==> src/rtl/mips_pkg.sv <==
// Shared MIPS definitions used by the instruction memory and its loader.
// Holds the loader state encoding, the program end marker and the byte-address width helper.
package mips_pkg;

  typedef enum logic [1:0] {
    ST_IDLE    = 2'd0,
    ST_COLLECT = 2'd1,
    ST_WRITE   = 2'd2,
    ST_DONE    = 2'd3
  } loader_state_t;

  localparam logic [31:0] HALT_WORD_DEFAULT = 32'hFC00_0000;

  // Byte address width for a word-organised memory: word index plus two byte-offset bits.
  function automatic int byte_addr_bits(input int depth);
    return $clog2(depth) + 2;
  endfunction

endpackage

==> src/rtl/byte_word_packer.sv <==
// Packs bytes big-endian into a 32-bit word; word_last/word_dat are combinational with the 4th byte.
// No backpressure: every byte presented while en is high is taken.
module byte_word_packer (
  input  logic        clka,
  input  logic        rsta,
  input  logic        clr,
  input  logic        en,
  input  logic        byte_vld,
  input  logic [7:0]  byte_dat,
  output logic        word_last,
  output logic [31:0] word_dat
);

  logic [1:0]  byte_cnt;
  logic [23:0] shift_q;

  // The 4th byte is merged on the fly so the word is ready in the same cycle.
  assign word_dat  = {shift_q, byte_dat};
  assign word_last = en && byte_vld && (byte_cnt == 2'd3);

  always_ff @(posedge clka or posedge rsta) begin
    if (rsta) begin
      byte_cnt <= 2'd0;
      shift_q  <= 24'd0;
    end else if (clr) begin
      byte_cnt <= 2'd0;
      shift_q  <= 24'd0;
    end else if (en && byte_vld) begin
      byte_cnt <= byte_cnt + 2'd1;
      shift_q  <= {shift_q[15:0], byte_dat};
    end
  end

endmodule

==> src/rtl/instr_mem_loader.sv <==
// Streams program bytes into instruction memory until HALT_WORD or the memory is full.
// Write strobe one cycle after the 4th byte of a word; no backpressure, bytes outside a load are dropped.
module instr_mem_loader
  import mips_pkg::*;
#(
  parameter int                   RAM_WIDTH = 32,
  parameter int                   RAM_DEPTH = 2048,
  parameter logic [RAM_WIDTH-1:0] HALT_WORD = HALT_WORD_DEFAULT,
  localparam int                  ADDR_W    = byte_addr_bits(RAM_DEPTH),
  localparam int                  CNT_W     = ADDR_W - 1
) (
  input  logic                 clka,
  input  logic                 rsta,
  input  logic                 start,
  input  logic [7:0]           rx_data,
  input  logic                 rx_valid,
  output logic                 wr_en,
  output logic [ADDR_W-1:0]    wr_addr,
  output logic [RAM_WIDTH-1:0] wr_data,
  output logic                 busy,
  output logic                 done,
  output logic                 overflow,
  output logic [CNT_W-1:0]     word_count
);

  loader_state_t state_q, state_nxt;

  logic        load_req;
  logic        halt_hit;
  logic        full_hit;
  logic        wr_last;
  logic        pk_en;
  logic        word_last;
  logic [31:0] word_dat;

  assign load_req = start && ((state_q == ST_IDLE) || (state_q == ST_DONE));
  assign halt_hit = (wr_data == HALT_WORD);
  assign full_hit = ((word_count + 1'b1) == CNT_W'(RAM_DEPTH));
  assign wr_last  = halt_hit || full_hit;

  // A byte arriving in the WRITE cycle starts the next word, unless this write ends the load.
  assign pk_en = (state_q == ST_COLLECT) || ((state_q == ST_WRITE) && !wr_last);

  byte_word_packer u_packer (
    .clka      (clka),
    .rsta      (rsta),
    .clr       (load_req),
    .en        (pk_en),
    .byte_vld  (rx_valid),
    .byte_dat  (rx_data),
    .word_last (word_last),
    .word_dat  (word_dat)
  );

  always_ff @(posedge clka or posedge rsta) begin
    if (rsta) state_q <= ST_IDLE;
    else      state_q <= state_nxt;
  end

  always_comb begin
    state_nxt = state_q;
    case (state_q)
      ST_IDLE, ST_DONE: if (load_req) state_nxt = ST_COLLECT;
      ST_COLLECT:       if (word_last) state_nxt = ST_WRITE;
      ST_WRITE:         state_nxt = wr_last ? ST_DONE : ST_COLLECT;
      default:          state_nxt = ST_IDLE;
    endcase
  end

  assign wr_en = (state_q == ST_WRITE);
  assign busy  = (state_q == ST_COLLECT) || (state_q == ST_WRITE);
  assign done  = (state_q == ST_DONE);

  always_ff @(posedge clka or posedge rsta) begin
    if (rsta) begin
      wr_addr    <= '0;
      wr_data    <= '0;
      word_count <= '0;
      overflow   <= 1'b0;
    end else begin
      if (load_req) begin
        word_count <= '0;
        overflow   <= 1'b0;
      end
      if (word_last) begin
        wr_addr <= {word_count[CNT_W-2:0], 2'b00};
        wr_data <= word_dat;
      end
      // Halt takes precedence over a coincident full memory.
      if (state_q == ST_WRITE) begin
        word_count <= word_count + 1'b1;
        overflow   <= !halt_hit && full_hit;
      end
    end
  end

endmodule
==> config.mk <==
export PLATFORM = sky130hd
export DESIGN_NAME = instr_mem_loader
export DESIGN_NICKNAME = d
export VERILOG_FILES = /design/src/rtl/mips_pkg.sv /design/src/rtl/byte_word_packer.sv /design/src/rtl/instr_mem_loader.sv
export SDC_FILE = /design/constraint.sdc
export NUM_CORES = 1
export LEC_CHECK = 0
export CORE_ASPECT_RATIO = 1.5
export CORE_MARGIN = 2
export CORE_UTILIZATION = 40
export DETAILED_ROUTE_END_ITERATION = 10
export PLACE_DENSITY = 0.65
export SLEW_MARGIN = 20
export SYNTH_ARGS = -nofsm -noshare
export SYNTH_HDL_FRONTEND = slang
export SYNTH_SLANG_ARGS = --single-unit
==> constraint.sdc <==
create_clock -name clka -period 3.55 [get_ports clka]
set_input_delay 0.8875 -clock clka [delete_from_list [all_inputs] [get_ports clka]]
set_output_delay 0.8875 -clock clka [all_outputs]
set_load 0.02 [all_outputs]
Word-level counts from Yosys, hierarchy flattened --
Cells that the tools add are included. Widths: inputs -> output; s select.
Storage, ports and cells: flip-flop bits (word level) 84, bits in latches 0, memory bits (writable) 0, memory bits (read-only) 0, output and inout port bits 61, word-level logic and storage cells 45, memories 0
Operators by class: $add $sub $neg 2, multipliers 0, div/mod/pow operators 0, $lt $le $gt $ge 0, equality and inequality tests 8, shift-type cells 0, multiplexer cells 12, bitwise gates (word level) 0, reductions and logical operators 16
Operator list (count):
- $mux 24 | 2
- $eq 32x32->1 const B | 1
- $mux 12 | 2
- $add 12x1->12 const B | 1
- $eq 12x12->1 const B | 1
- $mux 2 | 5
- $eq 2x2->1 const B | 3
- $pmux 2 s3 | 1
- $logic_and 1x1->1 | 5
- $logic_or 1x1->1 | 4
- $reduce_bool 2->1 | 2
- $add 2x1->2 const B | 1
- $eq 2x1->1 const B | 1
- $logic_not 1->1 | 2
- $logic_not 2->1 | 1
- $mux 1 | 2
- $ne 2x1->1 const B | 1
- $ne 2x2->1 const B | 1
- $reduce_and 2->1 | 1
- $reduce_or 2->1 | 1

Longest topological paths before layout --
word-level depth 10, mapped depth 10, mapped depth without buffers 7

Hierarchy --
Synthesis repeated with hierarchy kept, for this count alone.
Second synthesis, totals: cell total of the unflattened synthesis 333, area total of the unflattened synthesis 4016.4 um^2
By module, submodules not included:
- instr_mem_loader | instances 1, cells each 224, area an instance 2758.9 um^2
- byte_word_packer | instances 1, cells each 109, area an instance 1257.5 um^2

Worst setup path after synthesis --
Ideal clock, no wire load.
path type reg-to-reg, start point reg word_count[0], end point reg wr_addr[10], library setup time 0.125 ns, arrival 2.538 ns, data required time 3.425 ns, path slack 0.887 ns, cell stages (with the launch flop) 10, path buffers 2, path through dfrtp_1 ha_1 nand3_1 or2_0 clkbuf_1 mux2i_1 a2111oi_4 o21ai_4 buf_6 mux2_4
Between the ends: word-level cells in the longest chain between the ends 8
Ends and longest elaborated chain:
- start: declaration | RTL line instr_mem_loader.sv:23 | output logic [CNT_W-1:0] word_count
- start signal: assignment | RTL line instr_mem_loader.sv:91 | word_count <= word_count + 1'b1;
- $add 12x1->12 | RTL line instr_mem_loader.sv:38 | assign full_hit = ((word_count + 1'b1) == CNT_W'(RAM_DEPTH));
- $eq 12x12->1 | RTL line instr_mem_loader.sv:38
- $logic_or 1x1->1 | RTL line instr_mem_loader.sv:39 | assign wr_last = halt_hit || full_hit;
- $logic_not 1->1 | RTL line instr_mem_loader.sv:42 | assign pk_en = (state_q == ST_COLLECT) || ((state_q == ST_WRITE) && !wr_last);
- $logic_and 1x1->1 | RTL line instr_mem_loader.sv:42
- $logic_or 1x1->1 | RTL line instr_mem_loader.sv:42
- $logic_and 1x1->1 (2 in a row) | RTL line byte_word_packer.sv:19 | assign word_last = en && byte_vld && (byte_cnt == 2'd3);
- end signal: assignment | RTL line instr_mem_loader.sv:86 | wr_addr <= {word_count[CNT_W-2:0], 2'b00};
- end: declaration | RTL line instr_mem_loader.sv:18 | output logic [ADDR_W-1:0] wr_addr,
Every way passes these cells. A chain may end at the register's enable or synchronous reset.

Final worst setup path --
start point reg word_count[0], end point reg wr_data[16]
Between the ends: word-level cells in the longest chain between the ends 8
Ends and longest elaborated chain:
- $add 12x1->12 | RTL line instr_mem_loader.sv:38
- $eq 12x12->1 | RTL line instr_mem_loader.sv:38
- $logic_or 1x1->1 | RTL line instr_mem_loader.sv:39
- $logic_not 1->1 | RTL line instr_mem_loader.sv:42
- $logic_and 1x1->1 | RTL line instr_mem_loader.sv:42
- $logic_or 1x1->1 | RTL line instr_mem_loader.sv:42
- $logic_and 1x1->1 (2 in a row) | RTL line byte_word_packer.sv:19
- end signal: assignment | RTL line instr_mem_loader.sv:87 | wr_data <= word_dat;
- end: declaration | RTL line instr_mem_loader.sv:19 | output logic [RAM_WIDTH-1:0] wr_data,
Every way passes these cells.

==> reports/metrics.cfg <==
[hold_path]
holdCritPathClass=reg -> reg

[critical_path]
worst-path-max-fanout=24
critPathMaxStageDelay_ns=0.51
critical_path_s_slowest_cell=sky130_fd_sc_hd__dfrtp_1
critPathKind=reg -> reg
arrival_time_of_the_worst_setup_path_ns=3.33
critPathCaptureType=flop
regToRegSetupSlack_ns=0.45
ordered_cell_list_for_the_critical_path=ha_1 -> nand3_1 -> or2_0 -> mux2i_1 -> a2111oi_4 -> o21ai_4 -> buf_12 -> mux2_4
worst_ep_required_time_ns=3.77
start_kind=flop

[timing]
grt_setup_unrepaired=false
finalWorstPathRequiredPeriod_ns=3.10
worstMarginPinSlew_ns=0.762
finalSetupViolations=0
hold_viol_final=0
post-route-period-util=0.875
max_slew_margin=0.492
timing_max_transition_violations_final=0
fmax_mhz=322
finalClockSkew_ns=0.00906
tns_ns=0

[route]
detail_route.wl_per_cell_um=16.8
drt-initial-drc-count=85
maxUsedRoutingLayer=met4
number_of_iterations_in_the_first_detailed_routing_pass=4
drt-vias-per-instance=5.42
detailed_route_wire_length_mm=8.73
detail-route-antenna-nets=0
drcViolationCount=0
met2_routed_wirelength_mm=4.28
wl_met3_um=434
vias_after_detailed_routing=2811
routedLengthMet1_mm=3.82

[clock_network]
clkLatencyLatePin_ns=0.34
clock_sink_count=84
worst_setup_hold_path_clk_slew_ns=0.06
cts_hold_buffers=0
clockRootBuffer=sky130_fd_sc_hd__clkbuf_16
ctsLongestPathBuffers=2
cts-buffers-inserted=9
h_tree_lvls=3
postCtsSetupRepairBufs=0
cts_tree=done
post_cts_resize_count=0

[final_layout]
layout-area-overhead-vs-synth_pct=27.1
stdcell_count=519
mostFrequentLayoutCells=sky130_fd_sc_hd__dfrtp_1, sky130_fd_sc_hd__clkdlybuf4s50_1, sky130_fd_sc_hd__nand2_1
final_area_sq_mm=0.00515
antenna_cells_inserted=0
mostFrequentLayoutCell=sky130_fd_sc_hd__dfrtp_1
layout.core_utilization=0.516
drive_gt1_frac=0.172
nets=416

[synthesis]
yosysSeqAreaShare=0.519
syn_area_sq_mm=0.00405
synth_adder_area_share=0.0185
yosysUniqueCellTypes=44
post_synth_mux_area_share=0.239
synth_area_in_compound_gates=0.0615
syn_inst=332
synth_xor_area_frac=0.00433
count_of_state_elements_after_synthesis=84
largest_family_of_logic_cells_by_synthesized_area=multiplexers
post_synth.cell_area_avg_sq_um=12.2
synth_warnings=0
yosys.area_share.simple=0.116

[floorplan]
chipHeight_um=127
ioPinCount=73
design.die.area_sq_mm=0.0110
core_area_sq_mm=0.00997
rows=45
start_util=0.406
die-width_um=86.1

[place]
place_area_sq_mm=0.00485
dp_hpwl_mm=5.91
placed_cells_incl_taps=504
port-buffer-count=70
gpl.final_weighted_congestion=0.809

[power]
power_leakage_nw=2.31
power.density_mw_per_mm2=793
ir_worst_vdd_uv=551

[global_routing]
overall_routing_resource_usage=0.170
grt_antenna_before_repair=0
globalRouteOverflowTotal=0
grt_max_degree=44
grt_pass1_wl_mm=14.6
first_global_vias=2913

[run_status]
run_status=completed

[run]
cap_viol_max_count=0

report_power, final:
| group | internal, mW | switching [mW] | leakage (nW) |
|---|---|---|---|
| combinational | 0.846 | 0.742 | 1.07 |
| sequential | 1.29 | 0.273 | 1.10 |
| clock | 0.559 | 0.376 | 0.138 |
| total | 2.69 | 1.39 | 2.31 |
routing by layer:
metal | vias up | track usage
li1 | 1302 | -
met1 | 1404 | 0.219
met2 | 91 | 0.269
met3 | 14 | 0.0426
met4 | 0 | 0.0738
met5 | - | 0
worst paths after layout:
check | from | end | cells past startpoint
setup reg to reg | word_count[0] | wr_data[16] | 8
hold reg to reg | u_packer.shift_q[10] | wr_data[18] | 1
min in group asynchronous | rsta | u_packer.shift_q[18] | 2
hold / removal | u_packer.shift_q[10] | wr_data[18] | 1
max in group asynchronous | rsta | state_q[0] | 3
setup / recovery | word_count[0] | wr_data[16] | 8
metrics by stage:
step	hold WS, ns	setup slack, ns	power (mW)
2_1_floorplan	0.479	0.497	2.53
3_3_place_gp	0.486	0.627	3.14
3_5_place_dp	0.491	0.487	3.17
4_1_cts	0.505	0.457	4.13
5_1_grt	0.516	0.247	4.32
6_report	0.506	0.445	4.08
critical path: cells and delay by family, from the launching register on:
family / cells / cell delay, ns
simple gates: 2 / 0.54
buf+inv: 1 / 0.29
fa+ha+maj: 1 / 0.36
compound gates: 2 / 0.62
mux: 2 / 0.64
flops: 1 / 0.51
synthesized netlist by cell type (all sizes together):
master   instances  area share
a22oi            1      0.0019
xnor2            2      0.0043
or3              1      0.0015
nor2b            2      0.0031
a211oi           2      0.0037
or2              1      0.0015
nand4b           2      0.0043
nor2             4      0.0037
nor4             9       0.014
o22ai            1      0.0015
o211ai           1      0.0019
nor3             2      0.0025
dfrtp           84        0.52
mux2i           32       0.079
nand4            5      0.0077
and3             3      0.0049
o31ai            2      0.0037
nand2           53       0.049
clkbuf           9      0.0083
a21boi           1      0.0019
mux2            44        0.16
nand2b           1      0.0015
a21oi            8      0.0099
nand3           11       0.014
inv              7      0.0065
or4              1      0.0019
o41a             1      0.0028
nor3b            1      0.0019
o21a             2      0.0037
a31oi            1      0.0015
nand3b           1      0.0019
a2111oi          1      0.0068
a2bb2oi          1      0.0022
buf             13       0.027
conb             1     0.00093
ha               6       0.019
o21ai           14       0.020
and4b            1      0.0025
state kept, by name, summed over array words and instances, names as in the netlist:
register	count
wr_data	32
u_packer.byte_cnt	2
word_count	12
u_packer.shift_q	24
wr_addr	11
state_q	2
overflow	1
kinds of logic after synthesis:
| logic type | Yosys count |
|---|---|
| mux | 76 |
| xor+xnor | 2 |
| buf+inv | 29 |
| flops | 84 |
| fa+ha+maj | 6 |
| simple gates | 98 |
| other cells | 1 |
| compound gates | 36 |
layout make-up:
class	count	area (sq um)
fill	857	4820
sequential	84	2100
multi-input combinational	220	1790
timing repair buffer	76	783
clock buffer	11	243
tap	117	146
clock inverter	4	50.0
inverter	7	27.5
Note: power is estimated with default switching activity, not from simulation.
